**src/rtl/sm_event_mon_pkg.sv**
```systemverilog
// Shared definitions for the sm_event_monitor slice: supervisor state encodings
// and the saturating-increment helper used by the event counters.
package sm_event_mon_pkg;

    localparam logic [1:0] ST_IDLE   = 2'b00;
    localparam logic [1:0] ST_ACTIVE = 2'b01;
    localparam logic [1:0] ST_FAULT  = 2'b10;

    // Saturating increment on a 32-bit carrier; callers narrow the result.
    function automatic logic [31:0] sat_inc(input logic [31:0] value,
                                            input logic [31:0] max_value,
                                            input logic        inc);
        logic [31:0] result;
        result = value;
        if (inc && (value < max_value)) begin
            result = value + 32'd1;
        end
        return result;
    endfunction

endpackage

```
**src/rtl/sm_sat_counter.sv**
```systemverilog
// Saturating up-counter with synchronous reset and synchronous clear.
module sm_sat_counter
    import sm_event_mon_pkg::*;
#(
    parameter int unsigned CNT_W = 8
) (
    input  logic             clk,
    input  logic             rst,
    input  logic             i_clr,
    input  logic             i_inc,
    output logic [CNT_W-1:0] o_cnt
);

    localparam logic [CNT_W-1:0] MAX_V = '1;

    logic [CNT_W-1:0] r_cnt;
    logic [CNT_W-1:0] w_next;

    always_comb begin
        w_next = CNT_W'(sat_inc(32'(r_cnt), 32'(MAX_V), i_inc));
    end

    always_ff @(posedge clk) begin
        if (rst || i_clr) begin
            r_cnt <= '0;
        end else begin
            r_cnt <= w_next;
        end
    end

    assign o_cnt = r_cnt;

endmodule

```
**src/rtl/sm_event_monitor.sv**
```systemverilog
// Edge-detecting event monitor with saturating counters and an IDLE/ACTIVE/FAULT
// supervisor. Optional irq output when SM_EVENT_MON_IRQ_EN is defined.
module sm_event_monitor
    import sm_event_mon_pkg::*;
#(
    parameter int unsigned CNT_W     = 8,
    parameter int unsigned ERR_LIMIT = 3,
    parameter int unsigned TIMEOUT   = 16
) (
    input  logic             clk,
    input  logic             rst,
    input  logic             o1,
    input  logic             o2,
    input  logic             err,
    input  logic             clr,
    output logic [CNT_W-1:0] cnt_o1,
    output logic [CNT_W-1:0] cnt_o2,
    output logic [CNT_W-1:0] cnt_err,
    output logic [1:0]       state,
    output logic             fault
`ifdef SM_EVENT_MON_IRQ_EN
    ,
    output logic             irq
`endif
);

    localparam int unsigned      TMO_W    = $clog2(TIMEOUT);
    localparam logic [TMO_W-1:0] TMO_LAST = TMO_W'(TIMEOUT - 1);

    logic             r_prev_o1;
    logic             r_prev_o2;
    logic             r_prev_err;
    logic [1:0]       r_state;
    logic             r_fault;
    logic [TMO_W-1:0] r_tmo;

    logic             w_rise_o1;
    logic             w_rise_o2;
    logic             w_rise_err;
    logic             w_activity;
    logic [31:0]      w_err_sum;
    logic             w_err_hit;
    logic [1:0]       w_state_next;
    logic [TMO_W-1:0] w_tmo_next;

    always_ff @(posedge clk) begin
        if (rst || clr) begin
            r_prev_o1  <= 1'b0;
            r_prev_o2  <= 1'b0;
            r_prev_err <= 1'b0;
        end else begin
            r_prev_o1  <= o1;
            r_prev_o2  <= o2;
            r_prev_err <= err;
        end
    end

    assign w_rise_o1  = o1  & ~r_prev_o1;
    assign w_rise_o2  = o2  & ~r_prev_o2;
    assign w_rise_err = err & ~r_prev_err;
    assign w_activity = w_rise_o1 | w_rise_o2;

    sm_sat_counter #(.CNT_W(CNT_W)) u_cnt_o1 (
        .clk   (clk),
        .rst   (rst),
        .i_clr (clr),
        .i_inc (w_rise_o1),
        .o_cnt (cnt_o1)
    );

    sm_sat_counter #(.CNT_W(CNT_W)) u_cnt_o2 (
        .clk   (clk),
        .rst   (rst),
        .i_clr (clr),
        .i_inc (w_rise_o2),
        .o_cnt (cnt_o2)
    );

    sm_sat_counter #(.CNT_W(CNT_W)) u_cnt_err (
        .clk   (clk),
        .rst   (rst),
        .i_clr (clr),
        .i_inc (w_rise_err),
        .o_cnt (cnt_err)
    );

    // Fault trips on the cycle the ERR_LIMIT-th edge is sampled, not a cycle later.
    assign w_err_sum = 32'(cnt_err) + 32'(w_rise_err);
    assign w_err_hit = (w_err_sum >= 32'(ERR_LIMIT));

    always_comb begin
        w_state_next = r_state;
        w_tmo_next   = r_tmo;
        if (clr) begin
            w_state_next = ST_IDLE;
            w_tmo_next   = '0;
        end else if ((r_state != ST_FAULT) && w_err_hit) begin
            w_state_next = ST_FAULT;
            w_tmo_next   = '0;
        end else begin
            case (r_state)
                ST_IDLE: begin
                    if (w_activity) begin
                        w_state_next = ST_ACTIVE;
                        w_tmo_next   = '0;
                    end
                end
                ST_ACTIVE: begin
                    if (w_activity) begin
                        w_tmo_next = '0;
                    end else if (r_tmo == TMO_LAST) begin
                        w_state_next = ST_IDLE;
                        w_tmo_next   = '0;
                    end else begin
                        w_tmo_next = r_tmo + TMO_W'(1);
                    end
                end
                default: begin
                    w_state_next = r_state;
                end
            endcase
        end
    end

    always_ff @(posedge clk) begin
        if (rst) begin
            r_state <= ST_IDLE;
            r_fault <= 1'b0;
            r_tmo   <= '0;
        end else begin
            r_state <= w_state_next;
            r_fault <= (w_state_next == ST_FAULT);
            r_tmo   <= w_tmo_next;
        end
    end

    assign state = r_state;
    assign fault = r_fault;

`ifdef SM_EVENT_MON_IRQ_EN
    logic r_irq;

    always_ff @(posedge clk) begin
        if (rst || clr) begin
            r_irq <= 1'b0;
        end else begin
            r_irq <= (w_state_next == ST_FAULT) && (r_state != ST_FAULT);
        end
    end

    assign irq = r_irq;
`endif

endmodule

```
**config.mk**
```make
export PLATFORM = sky130hd
export DESIGN_NAME = sm_event_monitor
export DESIGN_NICKNAME = d
export VERILOG_FILES = /design/src/rtl/sm_event_mon_pkg.sv /design/src/rtl/sm_sat_counter.sv /design/src/rtl/sm_event_monitor.sv
export SDC_FILE = /design/constraint.sdc
export NUM_CORES = 1
export LEC_CHECK = 0
export CAP_MARGIN = 5
export CORE_UTILIZATION = 54
export DETAILED_ROUTE_END_ITERATION = 8
export GPL_TIMING_DRIVEN = 0
export PLACE_DENSITY = 0.83
export SLEW_MARGIN = 40
export SYNTH_ARGS = -nofsm -noshare
export SYNTH_HDL_FRONTEND = slang
export SYNTH_SLANG_ARGS = --single-unit
```
**constraint.sdc**
```tcl
create_clock -name clk -period 5.5 [get_ports clk]
set_input_delay 0.55 -clock clk [delete_from_list [all_inputs] [get_ports clk]]
set_output_delay 0.55 -clock clk [all_outputs]
set_load 0.02 [all_outputs]
```
[Yosys cells after proc, flatten, opt, wreduce, memory -nomap -nowiden]
Index checks and enable logic that the tools add are counted.
Word-level totals
  input port bits: 6
  word-level logic and storage cells: 49
  bits in registers: 34
Cells by class
  order comparisons: 4
  multiplexer cells: 10
  bitwise operators: 7
  eq/ne operators: 5
  reduce and logical (&&, ||, !) cells: 9
  add/subtract/negate cells: 5
Operator list (count)
  8-bit by 1-bit adder with 8-bit output, second input constant: 3
  8-bit < comparator, second input constant: 3
  4-bit 2-to-1 mux: 3
  2-bit 2-to-1 mux: 5
  8-bit by 1-bit adder with 9-bit output: 1
  9-bit by 2-bit >= comparator with 1-bit output, second input constant: 1
  4-bit one-hot mux with 2 select lines: 1
  4-bit by 1-bit adder with 4-bit output, second input constant: 1
  4-bit equality test, second input constant: 1
  1-bit logical AND: 4
  2-bit inequality test, second input constant: 2
  2-bit one-hot mux with 2 select lines: 1
  1-bit AND: 3
  1-bit NOT: 3
  3-bit OR reduction: 1
  2-bit by 1-bit equality test with 1-bit output, second input constant: 1
  2-bit equality test, second input constant: 1
  2-bit logical NOT: 1
  2-bit AND reduction: 1
  2-bit nonzero test: 1
  1-bit logical OR: 1
  1-bit OR: 1

[Depth between registers and ports, before layout]
Gate-level depths: netlist of the first run.
  depth after elaboration: 8
  gate-level depth with buffers: 7
  depth with buffers taken out: 7

[Cells and area by module]
A second synthesis of the first run with hierarchy kept.
Unflattened totals
  cells, all modules: 198
  area, all modules: 1803.0 µm²
Modules (own cells, without submodules)
  sm_sat_counter: instances 3, area an instance 421.7 µm², cells an instance 48
  sm_event_monitor: instances 1, area an instance 538.0 µm², cells an instance 54

[Worst setup path before layout of the first run]
OpenSTA, ideal clock, no wires.
  path kind: input -> register
  start: input err
  end: register r_tmo[0]
  cell stages on the path: 6
  arrival: 1.931 ns
  data required time: 5.405 ns
  setup time: 0.095 ns
  path slack: 3.474 ns
  cell sequence: nor2b_1 > ha_1 > ha_1 > a2111oi_4 > nand2_2 > a221oi_1
On the way
  cells in the longest elaborated chain, start to end: 5
RTL lines
  start: declaration: RTL line sm_event_monitor.sv:14  | input logic err,
  1-bit AND: RTL line sm_event_monitor.sv:60  | assign w_rise_err = err & ~r_prev_err;
  8-bit by 1-bit adder with 9-bit output: RTL line sm_event_monitor.sv:88  | assign w_err_sum = 32'(cnt_err) + 32'(w_rise_err);
  9-bit by 2-bit >= comparator with 1-bit output: RTL line sm_event_monitor.sv:89  | assign w_err_hit = (w_err_sum >= 32'(ERR_LIMIT));
  1-bit logical AND: RTL line sm_event_monitor.sv:97  | end else if ((r_state != ST_FAULT) && w_err_hit) begin
  3-bit OR reduction (no line)
  end signal: assignment: RTL line sm_event_monitor.sv:133  | r_tmo <= w_tmo_next;
  end: declaration: RTL line sm_event_monitor.sv:35  | logic [TMO_W-1:0] r_tmo;
Every way passes these cells.
A chain may end at the register's enable or synchronous reset.

[Worst setup path in the final report of the first run]
  start: input err
  end: register r_tmo[2]
Same word-level chain as after synthesis.

==> results of run 1 <==
==> sequential cells by signal (all words and copies together), names as in the netlist, 2 cells and up <==
signal,count
u_cnt_o1.o_cnt,8
u_cnt_err.o_cnt,8
r_tmo,4
state,2
u_cnt_o2.o_cnt,8
==> worst max-delay path: stages <==
cell and delay [ns]:
sky130_fd_sc_hd__clkdlybuf4s50_1 0.50, sky130_fd_sc_hd__nor2b_1 0.27, sky130_fd_sc_hd__ha_1 0.23, sky130_fd_sc_hd__ha_1 0.22, sky130_fd_sc_hd__nor2b_1 0.09, sky130_fd_sc_hd__a2111oi_4 0.40, sky130_fd_sc_hd__nand2_2 0.16, sky130_fd_sc_hd__a221oi_1 0.30
==> layer usage <==
layer,vias up,share of wire [%]
met4,0,1.4
li1,737,-
met2,39,50
met1,739,45
met3,6,3.3
met5,-,0
==> area by class of cell <==
type	count	area, sq um
plain buffers	4	15.0
clock buffers	7	55.1
clock inverters	1	5.00
fillers	223	753
inverters	5	18.8
multi-input cells	132	942
flip-flops and latches	34	681
well taps	31	38.8
repair buffers	32	320
==> worst max path at each step <==
stage / from / end / slack [ns]
finish: err / r_tmo[2]$_SDFFE_PP0P_ / 3.02
global route: err / r_tmo[3]$_SDFFE_PP0P_ / 2.90
CTS: err / r_tmo[2]$_SDFFE_PP0P_ / 3.01
detailed placement: err / r_tmo[2]$_SDFFE_PP0P_ / 2.64
global placement: err / r_tmo[2]$_SDFFE_PP0P_ / 2.81
floorplan: err / r_tmo[0]$_SDFFE_PP0P_ / 3.47
==> report_power, final <==
| part | total (W) | internal, W | switching (W) |
|---|---|---|---|
| Sequential | 0.000252 | 0.000249 | 0.00000307 |
| Clock | 0.000148 | 0.0000619 | 0.0000858 |
| Combinational | 0.0000347 | 0.0000149 | 0.0000198 |
==> cells by family after synthesis <==
family / synth area share [%]
adder cells (fa/ha/maj): 4.53
XOR/XNOR: 6.87
flip-flops: 41.1
AND/OR/NAND/NOR: 23.6
buffers and inverters: 2.04
multiplexers: 2.42
AO/OA/AOI/OAI: 19.5
==> through the flow <==
step                hold slack [ns]  setup slack [ns]
finish                        0.520              3.02
global route                  0.540              2.90
CTS                           0.515              3.01
detailed placement            0.501              2.64
global placement              0.496              2.81
floorplan                     0.476              3.47
==> placed cells by master (no fill, tap or decap), drive strengths merged, types with 2 or more instances in the layout <==
master / synthesis / final
mux2i: 4 / 4
dfxtp: 34 / 34
xor2: 11 / 11
a2111oi: 2 / 2
nand4b: 3 / 3
and2: 6 / 6
ha: 6 / 6
inv: 5 / 5
nand2b: 2 / 2
and4b: 4 / 4
and3: 2 / 2
nand3: 8 / 8
a31oi: 4 / 4
o21ai: 7 / 7
a211oi: 3 / 3
clkdlybuf4s50: 0 / 32
o41ai: 2 / 2
buf: 2 / 2
nor2: 20 / 20
a221oi: 3 / 3
nor2b: 4 / 4
clkbuf: 2 / 9
nand4: 6 / 6
nand2: 7 / 7
o2111ai: 2 / 2
o211ai: 8 / 8
xnor2: 2 / 2
nor3: 3 / 3
==> out/metrics.cfg, run 1 <==
[clock_network]
cts_setup_buffers=0
tritoncts_num_sinks=34
clk_pin_slew_worst_paths_ns=0.10
cts_max_level=2
postCtsResizedCells=0
worst_skew_pair_later_pin_latency_ns=0.34
cts_root_buf=sky130_fd_sc_hd__clkbuf_4
max_root_sink_buffers=2
cts-hold-fix-buffers=0
cts_inserted_buffers=5
cts_tree=built

[grt]
groute.layer.met2.usage_pct=41.5
global_route.overflow_total=0
gr-usage-met1_pct=30.7
grt_max_degree=11
grt_pass1_wl_um=6350
track_usage_pct=25.5
grt-busiest-layer=met2
use_met3_pct=5.67
grt_pass1_vias=1419
grt_antenna_before_repair=0

[route]
final_antenna_net_count=0
post_drt_via_cell_ratio=6.18
firstDrtPassIters=6
drt-initial-drc-count=59
wl_per_cell_um=15.5
wl_um=3830
via_count=1521
drcViolationCount=1

[placement]
place_area_sq_mm=0.00202
numPortBuffers=32
place_inst=238
dp.final_hpwl_um=2790
routabilityCongestion=0.816

[setup_path]
crit-reg2reg-launch=r_prev_err$_SDFF_PP0_
rr_endpoint=r_tmo[2]$_SDFFE_PP0P_
cp_data_required_time_ns=5.75
cp-start-kind=input pin
cp_data_arrival_time_ns=2.73
timing_worst_setup_path_type=in -> reg
setup.reg_to_reg.worst_slack_ns=3.44
type_of_element_capturing_the_critical_path=register
timing.critical_path.fanout_max=5
cells_on_worst_reg2reg_path=7

[sta]
measured_slew_at_the_worst_slew_check_pin_ns=0.597
hold_viol_final=0
maxSlewHeadroom_pct=59.9
finalMaxSlewViolations=0
fmax_ghz=0.404
clock_skew_ns=0.00387
rsz0062_at_grt=false
setup_viol=0
layout_min_cycle_time_ns=2.48
period_share_pct=45.0
totalNegativeSetupSlack_ns=0

[cells_and_area]
post_route_cells_drive_above_1_share_pct=5.12
design_area_sq_mm=0.00208
antenna_cells=0
layoutNonFillerInstCount=246
nNetsFinal=226
growth_of_design_area_from_synthesis_to_finish_pct=25.3
final_core_util_pct=73.4

[logic_synthesis]
ys_types=41
async_reset_ff_share_pct=0
syn_area_sq_mm=0.00166
yosys.cell_count.top_type=sky130_fd_sc_hd__dfxtp_1
mappedNetlistNets=187
syn_inst=175
synth-seq-cells=34
synth.yosys.seq_area_share_pct=41.1
top_cells_by_count_synth=sky130_fd_sc_hd__dfxtp_1, sky130_fd_sc_hd__nor2_1, sky130_fd_sc_hd__xor2_1
synth_area_per_cell_sq_um=9.47
yosys.area.top_type_share_pct=41.1
synth-warning-count=0
ys.flop_type=sky130_fd_sc_hd__dfxtp_1
netlist_top_cells_area=sky130_fd_sc_hd__dfxtp_1, sky130_fd_sc_hd__xor2_1, sky130_fd_sc_hd__ha_1
synth-edff-count=0
synth_top_area_cell=sky130_fd_sc_hd__dfxtp_1

[min_path]
worstHoldPathCells=2
worst_hold_class=reg -> reg
hp-start=r_tmo[3]$_SDFFE_PP0P_
whs_endpoint=r_tmo[3]$_SDFFE_PP0P_

[status]
outcome=complete, but fails checks
failed_checks=design-rule violations

[power_and_ir_drop]
total_leakage_power_nw=0.770
power_density_mw_per_mm2=209
max-vdd-ir-drop_mv=0.147
post-layout-total-power_w=0.000435

[die]
boundaryPins=33
die-height_um=57.4
die_area_sq_mm=0.00329
fp.coreArea_sq_mm=0.00283
floorplan.rows=19
initial_utilization_pct=58.6
dieWidth_um=57.4

[flow_run]
max_cap_violations=0

Note: power is estimated with default switching activity, not from simulation.
==> run 2: changes to the inputs <==
--- a/config.mk
+++ b/config.mk
@@ -6,10 +6,10 @@
 export NUM_CORES = 1
 export LEC_CHECK = 0
 export CAP_MARGIN = 5
-export CORE_UTILIZATION = 54
+export CORE_UTILIZATION = 51
 export DETAILED_ROUTE_END_ITERATION = 8
 export GPL_TIMING_DRIVEN = 0
-export PLACE_DENSITY = 0.83
+export PLACE_DENSITY = 0.79
 export SLEW_MARGIN = 40
 export SYNTH_ARGS = -nofsm -noshare
 export SYNTH_HDL_FRONTEND = slang
==> constraint.sdc (replaced) <==
create_clock -name clk -period 2.6 [get_ports clk]
set_input_delay 0.26 -clock clk [delete_from_list [all_inputs] [get_ports clk]]
set_output_delay 0.26 -clock clk [all_outputs]
set_load 0.02 [all_outputs]
==> out/metrics.cfg, run 2 (same netlist as run 1, synthesis figures left out) <==
[sta]
hold_viol_final=0  ; unchanged
setup_viol=0  ; unchanged
layout_min_cycle_time_ns=2.13
period_share_pct=81.8
totalNegativeSetupSlack_ns=0  ; unchanged
final.hold.worst_slack_ns=0.510  ; -0.00987 ns
maxSlewHeadroom_pct=60.1  ; +0.16 points
clock_skew_ns=0.00994  ; +0.00607 ns
fmax_ghz=0.470
finalWorstSetupSlack_ns=0.474  ; -2.55 ns
finalMaxSlewViolations=0  ; unchanged
rsz0062_at_grt=false
measured_slew_at_the_worst_slew_check_pin_ns=0.594  ; -0.00233 ns

[min_path]
hp-start=r_tmo[3]$_SDFFE_PP0P_
whs_endpoint=r_tmo[3]$_SDFFE_PP0P_
worstHoldPathCells=2  ; unchanged
worst_hold_class=reg -> reg

[power_and_ir_drop]
seqPwrFrac_pct=60.8  ; +2.8 points
combinationalPowerShare_pct=8.3  ; +0.3 points
net_switching_power_of_the_design_w=0.000217  ; +100%
clock_power_share_pct=30.9  ; -3.1 points
max-vdd-ir-drop_mv=0.314  ; +110%
total_leakage_power_nw=0.760  ; -1.3%
power.switching_fraction_pct=24.7  ; -0.26 points
post-layout-total-power_w=0.000878  ; +100%
internal_power_w=0.000661  ; +100%
power_density_mw_per_mm2=423  ; +100%

[setup_path]
type_of_element_capturing_the_critical_path=register
timing.critical_path.fanout_max=5  ; unchanged
cp_data_required_time_ns=2.85  ; -2.90 ns
crit-reg2reg-launch=r_prev_err$_SDFF_PP0_
cells_on_worst_reg2reg_path=7  ; unchanged
rr_endpoint=r_tmo[0]$_SDFFE_PP0P_
cp-start-kind=input pin
setup.reg_to_reg.worst_slack_ns=0.62  ; -2.82 ns
cp_data_arrival_time_ns=2.37  ; -0.36 ns
timing_worst_setup_path_type=in -> reg

[cells_and_area]
layout.cells.most_common_list=sky130_fd_sc_hd__dfxtp_1, sky130_fd_sc_hd__clkdlybuf4s50_1, sky130_fd_sc_hd__nor2_1
multi_input_area_sq_um=942  ; unchanged
post_route_cells_drive_above_1_share_pct=4.21  ; -0.91 points
final.fill_count=272  ; +22%
total_area_of_sequential_cells_sq_um=681  ; unchanged
growth_of_design_area_from_synthesis_to_finish_pct=25.4  ; about the same
design_area_sq_mm=0.00208  ; about the same
layout_commonest_cell=sky130_fd_sc_hd__dfxtp_1
nNetsFinal=226  ; unchanged
antenna_cells=0  ; unchanged

[grt]
grt_max_degree=11  ; unchanged
grt_pass1_wl_um=6040  ; -4.9%
track_usage_pct=23.2  ; -2.2 points
grt_pass1_vias=1393  ; -1.8%
global_route.overflow_total=0  ; unchanged
grt_antenna_before_repair=0  ; unchanged

[route]
drcViolationCount=0  ; -1
via_count=1500  ; -1.4%
wl_um=3640  ; -4.9%
final_antenna_net_count=0  ; unchanged
drt-initial-drc-count=89  ; +51%
wl_per_cell_um=14.1  ; -9.3%
firstDrtPassIters=5  ; -1
post_drt_via_cell_ratio=5.81  ; -6.0%

[flow_run]
max_cap_violations=0  ; unchanged

[clock_network]
cts_tree=built
worst_skew_pair_later_pin_latency_ns=0.34  ; about the same
cts_setup_buffers=0  ; unchanged
postCtsResizedCells=0  ; unchanged
clk_pin_slew_worst_paths_ns=0.10  ; about the same
cts_max_level=2  ; unchanged
cts_inserted_buffers=5  ; unchanged
cts-hold-fix-buffers=0  ; unchanged
max_root_sink_buffers=2  ; unchanged
cts_root_buf=sky130_fd_sc_hd__clkbuf_4
tritoncts_num_sinks=34  ; unchanged

[placement]
dp_slack_ns=0.112  ; -2.53 ns
numPortBuffers=32  ; unchanged
routabilityCongestion=0.907  ; +11%
dp.final_hpwl_um=2740  ; -2.0%
place_area_sq_mm=0.00203  ; +0.81%

[die]
die_area_sq_mm=0.00348  ; +5.7%
fp.coreArea_sq_mm=0.00308  ; +8.8%
initial_utilization_pct=53.8  ; -4.7 points
die-height_um=59.0  ; +2.8%
floorplan.rows=20  ; +1
dieWidth_um=59.0  ; +2.8%
boundaryPins=33  ; unchanged

[status]
outcome=complete, no violations

run 2: cell types whose count changed in the layout (fill, tap and decap cells not counted), sizes merged:
cell    previous run  this run
clkinv             1         0
run 2: final cells by class:
| type | count | share of cell area (%) |
|---|---|---|
| multi-input combinational | 132 | 45.4 |
| sequential | 34 | 32.8 |
| timing repair buffer | 32 | 15.4 |
| tap | 44 | 2.65 |
| clock buffer | 7 | 2.17 |
| inverter | 5 | 0.904 |
| buffer | 4 | 0.723 |
run 2: worst max-delay path by stage:
| stage | start | end | slack, ns |
|---|---|---|---|
| 2_1_floorplan | u_cnt_err.o_cnt[0]$_SDFFE_PP0P_ | r_tmo[0]$_SDFFE_PP0P_ | 0.78 |
| 3_3_place_gp | err | r_tmo[2]$_SDFFE_PP0P_ | 0.21 |
| 3_5_place_dp | err | r_tmo[0]$_SDFFE_PP0P_ | 0.11 |
| 4_1_cts | err | r_tmo[0]$_SDFFE_PP0P_ | 0.47 |
| 5_1_grt | err | r_tmo[0]$_SDFFE_PP0P_ | 0.31 |
| 6_report | err | r_tmo[0]$_SDFFE_PP0P_ | 0.47 |
run 2: power groups by stage:
stage / Combinational, W / Clock, W / Sequential [W]
final: 0.0000730 / 0.000271 / 0.000533
after global routing: 0.0000794 / 0.000302 / 0.000534
after CTS: 0.0000732 / 0.000274 / 0.000533
after detailed placement: 0.0000728 / 0 / 0.000546
after global placement: 0.0000702 / 0 / 0.000545
after floorplan: 0.0000379 / 0 / 0.000550
run 2: per-layer routing:
metal / track usage [%] / routed length, um
met1: 29.2 / 1600
met2: 39.0 / 1760
met3: 6.55 / 233
met4: 6.46 / 44
met5: 0 / 0
run 2: critical path, stage by stage:
cell and delay, ns:
sky130_fd_sc_hd__clkdlybuf4s50_1 0.50, sky130_fd_sc_hd__nor2b_1 0.22, sky130_fd_sc_hd__ha_1 0.22, sky130_fd_sc_hd__ha_1 0.22
sky130_fd_sc_hd__nor2b_1 0.09, sky130_fd_sc_hd__a2111oi_4 0.40, sky130_fd_sc_hd__nand2_2 0.15, sky130_fd_sc_hd__a221oi_1 0.31
run 2: metrics by stage:
stage	cells	util [%]
after global placement	251	66.0
after detailed placement	251	66.0
after global routing	258	67.5
after CTS	258	67.5
final	258	67.5
after floorplan	175	-
==> run 3: changes to the inputs <==
--- a/config.mk
+++ b/config.mk
@@ -6,10 +6,10 @@
 export NUM_CORES = 1
 export LEC_CHECK = 0
 export CAP_MARGIN = 5
-export CORE_UTILIZATION = 51
+export CORE_UTILIZATION = 46
 export DETAILED_ROUTE_END_ITERATION = 8
 export GPL_TIMING_DRIVEN = 0
-export PLACE_DENSITY = 0.79
+export PLACE_DENSITY = 0.75
 export SLEW_MARGIN = 40
 export SYNTH_ARGS = -nofsm -noshare
 export SYNTH_HDL_FRONTEND = slang
==> constraint.sdc (replaced) <==
create_clock -name clk -period 1.9 [get_ports clk]
set_input_delay 0.19 -clock clk [delete_from_list [all_inputs] [get_ports clk]]
set_output_delay 0.19 -clock clk [all_outputs]
set_load 0.02 [all_outputs]
==> out/metrics.cfg, run 3 (same netlist as run 1, synthesis figures left out) <==
[setup_path]
rr_endpoint=r_tmo[3]$_SDFFE_PP0P_
cells_on_worst_reg2reg_path=5  ; -2
type_of_element_capturing_the_critical_path=register
timing_worst_setup_path_type=in -> reg
cp-start-kind=input pin
cp_data_arrival_time_ns=2.08  ; -0.29 ns
setup.worst_path.end=r_tmo[3]$_SDFFE_PP0P_
crit-reg2reg-launch=u_cnt_err.o_cnt[0]$_SDFFE_PP0P_
setup.worst_path.start=err
timing.critical_path.fanout_max=5  ; unchanged
cp_data_required_time_ns=2.16  ; -0.69 ns
setup.reg_to_reg.worst_slack_ns=0.10  ; -0.52 ns

[route]
wl_um=3660  ; +0.69%
post_drt_via_cell_ratio=5.65  ; -2.8%
via_count=1481  ; -1.3%
wl_per_cell_um=14.0  ; -0.85%
final_antenna_net_count=0  ; unchanged
drcViolationCount=0  ; unchanged
drt-initial-drc-count=125  ; +40%
firstDrtPassIters=6  ; +1

[die]
boundaryPins=33  ; unchanged
die_area_sq_mm=0.00385  ; +10%
dieWidth_um=62.0  ; +5.1%
fp.coreArea_sq_mm=0.00339  ; +10%
die-height_um=62.0  ; +5.1%
floorplan.rows=21  ; +5.0%
initial_utilization_pct=48.9  ; -4.9 points

[placement]
routabilityCongestion=0.841  ; -7.3%
place_area_sq_mm=0.00203  ; +0.12%
place_inst=253  ; +0.80%
numPortBuffers=32  ; unchanged
dp.final_hpwl_um=2720  ; -0.79%

[sta]
setup_viol=0  ; unchanged
rsz0062_at_grt=true
finalMaxSlewViolations=0  ; unchanged
final.hold.worst_slack_ns=0.473  ; -0.0373 ns
clock_skew_ns=0.00955  ; -0.000392 ns
hold_viol_final=0  ; unchanged
period_share_pct=96.1
layout_min_cycle_time_ns=1.83
fmax_ghz=0.548
maxSlewHeadroom_pct=63.3  ; +3.3 points
measured_slew_at_the_worst_slew_check_pin_ns=0.546  ; -0.0484 ns

[clock_network]
cts_tree=built
worst_skew_pair_later_pin_latency_ns=0.35  ; about the same
cts_max_level=2  ; unchanged
cts_root_buf=sky130_fd_sc_hd__clkbuf_4
max_root_sink_buffers=2  ; unchanged
clk_pin_slew_worst_paths_ns=0.10  ; about the same
cts-hold-fix-buffers=0  ; unchanged
tritoncts_num_sinks=34  ; unchanged
cts_inserted_buffers=5  ; unchanged

[cells_and_area]
nNetsFinal=228  ; +0.88%
layout_commonest_cell=sky130_fd_sc_hd__dfxtp_1
final.fill_count=285  ; +4.8%
antenna_cells=0  ; unchanged
multi_input_area_sq_um=950  ; +0.80%
growth_of_design_area_from_synthesis_to_finish_pct=27.0
layoutNonFillerInstCount=262  ; +1.6%
post_route_cells_drive_above_1_share_pct=6.02  ; +1.8 points
total_area_of_sequential_cells_sq_um=682  ; +0.18%
design_area_sq_mm=0.00210  ; +1.3%
layout.cells.most_common_list=sky130_fd_sc_hd__dfxtp_1, sky130_fd_sc_hd__clkdlybuf4s50_1, sky130_fd_sc_hd__nor2_1

[power_and_ir_drop]
power_density_mw_per_mm2=572  ; +35%
max-vdd-ir-drop_mv=0.444  ; +41%
total_leakage_power_nw=0.775  ; +1.9%

[min_path]
worst_hold_class=in -> reg

[grt]
grt_antenna_before_repair=0  ; unchanged
grt_pass1_wl_um=6000  ; -0.79%
global_route.overflow_total=0  ; unchanged
track_usage_pct=22.1  ; -1.1 points
grt_max_degree=11  ; unchanged
grt_pass1_vias=1291  ; -7.3%

[status]
outcome=complete, no violations

[flow_run]
max_cap_violations=0  ; unchanged

[run 3: how the worst min path moves through the flow]
stage | start | to | slack [ns] | depth (start not counted)
floorplan | err | r_prev_err$_SDFF_PP0_ | 0.31 | 1
global placement | u_cnt_o2.o_cnt[7]$_SDFFE_PP0P_ | u_cnt_o2.o_cnt[7]$_SDFFE_PP0P_ | 0.49 | 2
detailed placement | u_cnt_o2.o_cnt[4]$_SDFFE_PP0P_ | u_cnt_o2.o_cnt[4]$_SDFFE_PP0P_ | 0.51 | 1
CTS | o2 | r_prev_o2$_SDFF_PP0_ | 0.46 | 2
global route | o2 | r_prev_o2$_SDFF_PP0_ | 0.47 | 2
finish | o2 | r_prev_o2$_SDFF_PP0_ | 0.47 | 2
[run 3: per-layer routing]
metal | GRT usage [%] | up-vias | wire [um]
li1 | - | 739 | -
met1 | 28.7 | 695 | 1700
met2 | 33.1 | 39 | 1720
met3 | 6.00 | 8 | 169
met4 | 12.4 | 0 | 79
met5 | 0 | - | 0
[run 3: worst max-delay path, cell delays in order]
cell	delay, ns
sky130_fd_sc_hd__clkdlybuf4s50_1	0.51
sky130_fd_sc_hd__nor2b_4	0.17
sky130_fd_sc_hd__ha_1	0.18
sky130_fd_sc_hd__ha_1	0.26
sky130_fd_sc_hd__a2111oi_4	0.35
sky130_fd_sc_hd__nand2_2	0.15
sky130_fd_sc_hd__a221oi_1	0.28
[run 3: where the power goes]
part	total, W	switching, W	leakage, nW	internal, W
clock network	0.000370	0.000231	0.0254	0.000139
logic	0.000101	0.0000556	0.474	0.0000454
registers	0.000731	0.00000956	0.275	0.000722
[run 3: per-stage QoR]
stage / TNS (ns) / utilization, % / total power (W) / setup WS [ns]
after floorplan: 0 / - / 0.000805 / 0.0767
after CTS: 0 / 61.8 / 0.00121 / 0.00323
after global routing: -0.0305 / 62.1 / 0.00126 / -0.0149
final: 0 / 62.1 / 0.00120 / 0.0741
after detailed placement: -2.67 / 60.0 / 0.000845 / -0.493
after global placement: -2.23 / 60.0 / 0.000842 / -0.418
[run 3: cell type report]
cell class,count,area share [%]
Inverter,5,0.892
Tap cell,46,2.74
Sequential cell,34,32.4
Clock buffer,7,2.14
Timing Repair Buffer,34,15.9
Buffer,4,0.714
Multi-Input combinational cell,132,45.2
[run 3: what timing repair did]
item                       CTS  global route
setup endpoints to repair    4             5
buffers inserted             1             1
cloned                       0             0
pin swaps                    1             2
resized for setup            3             0
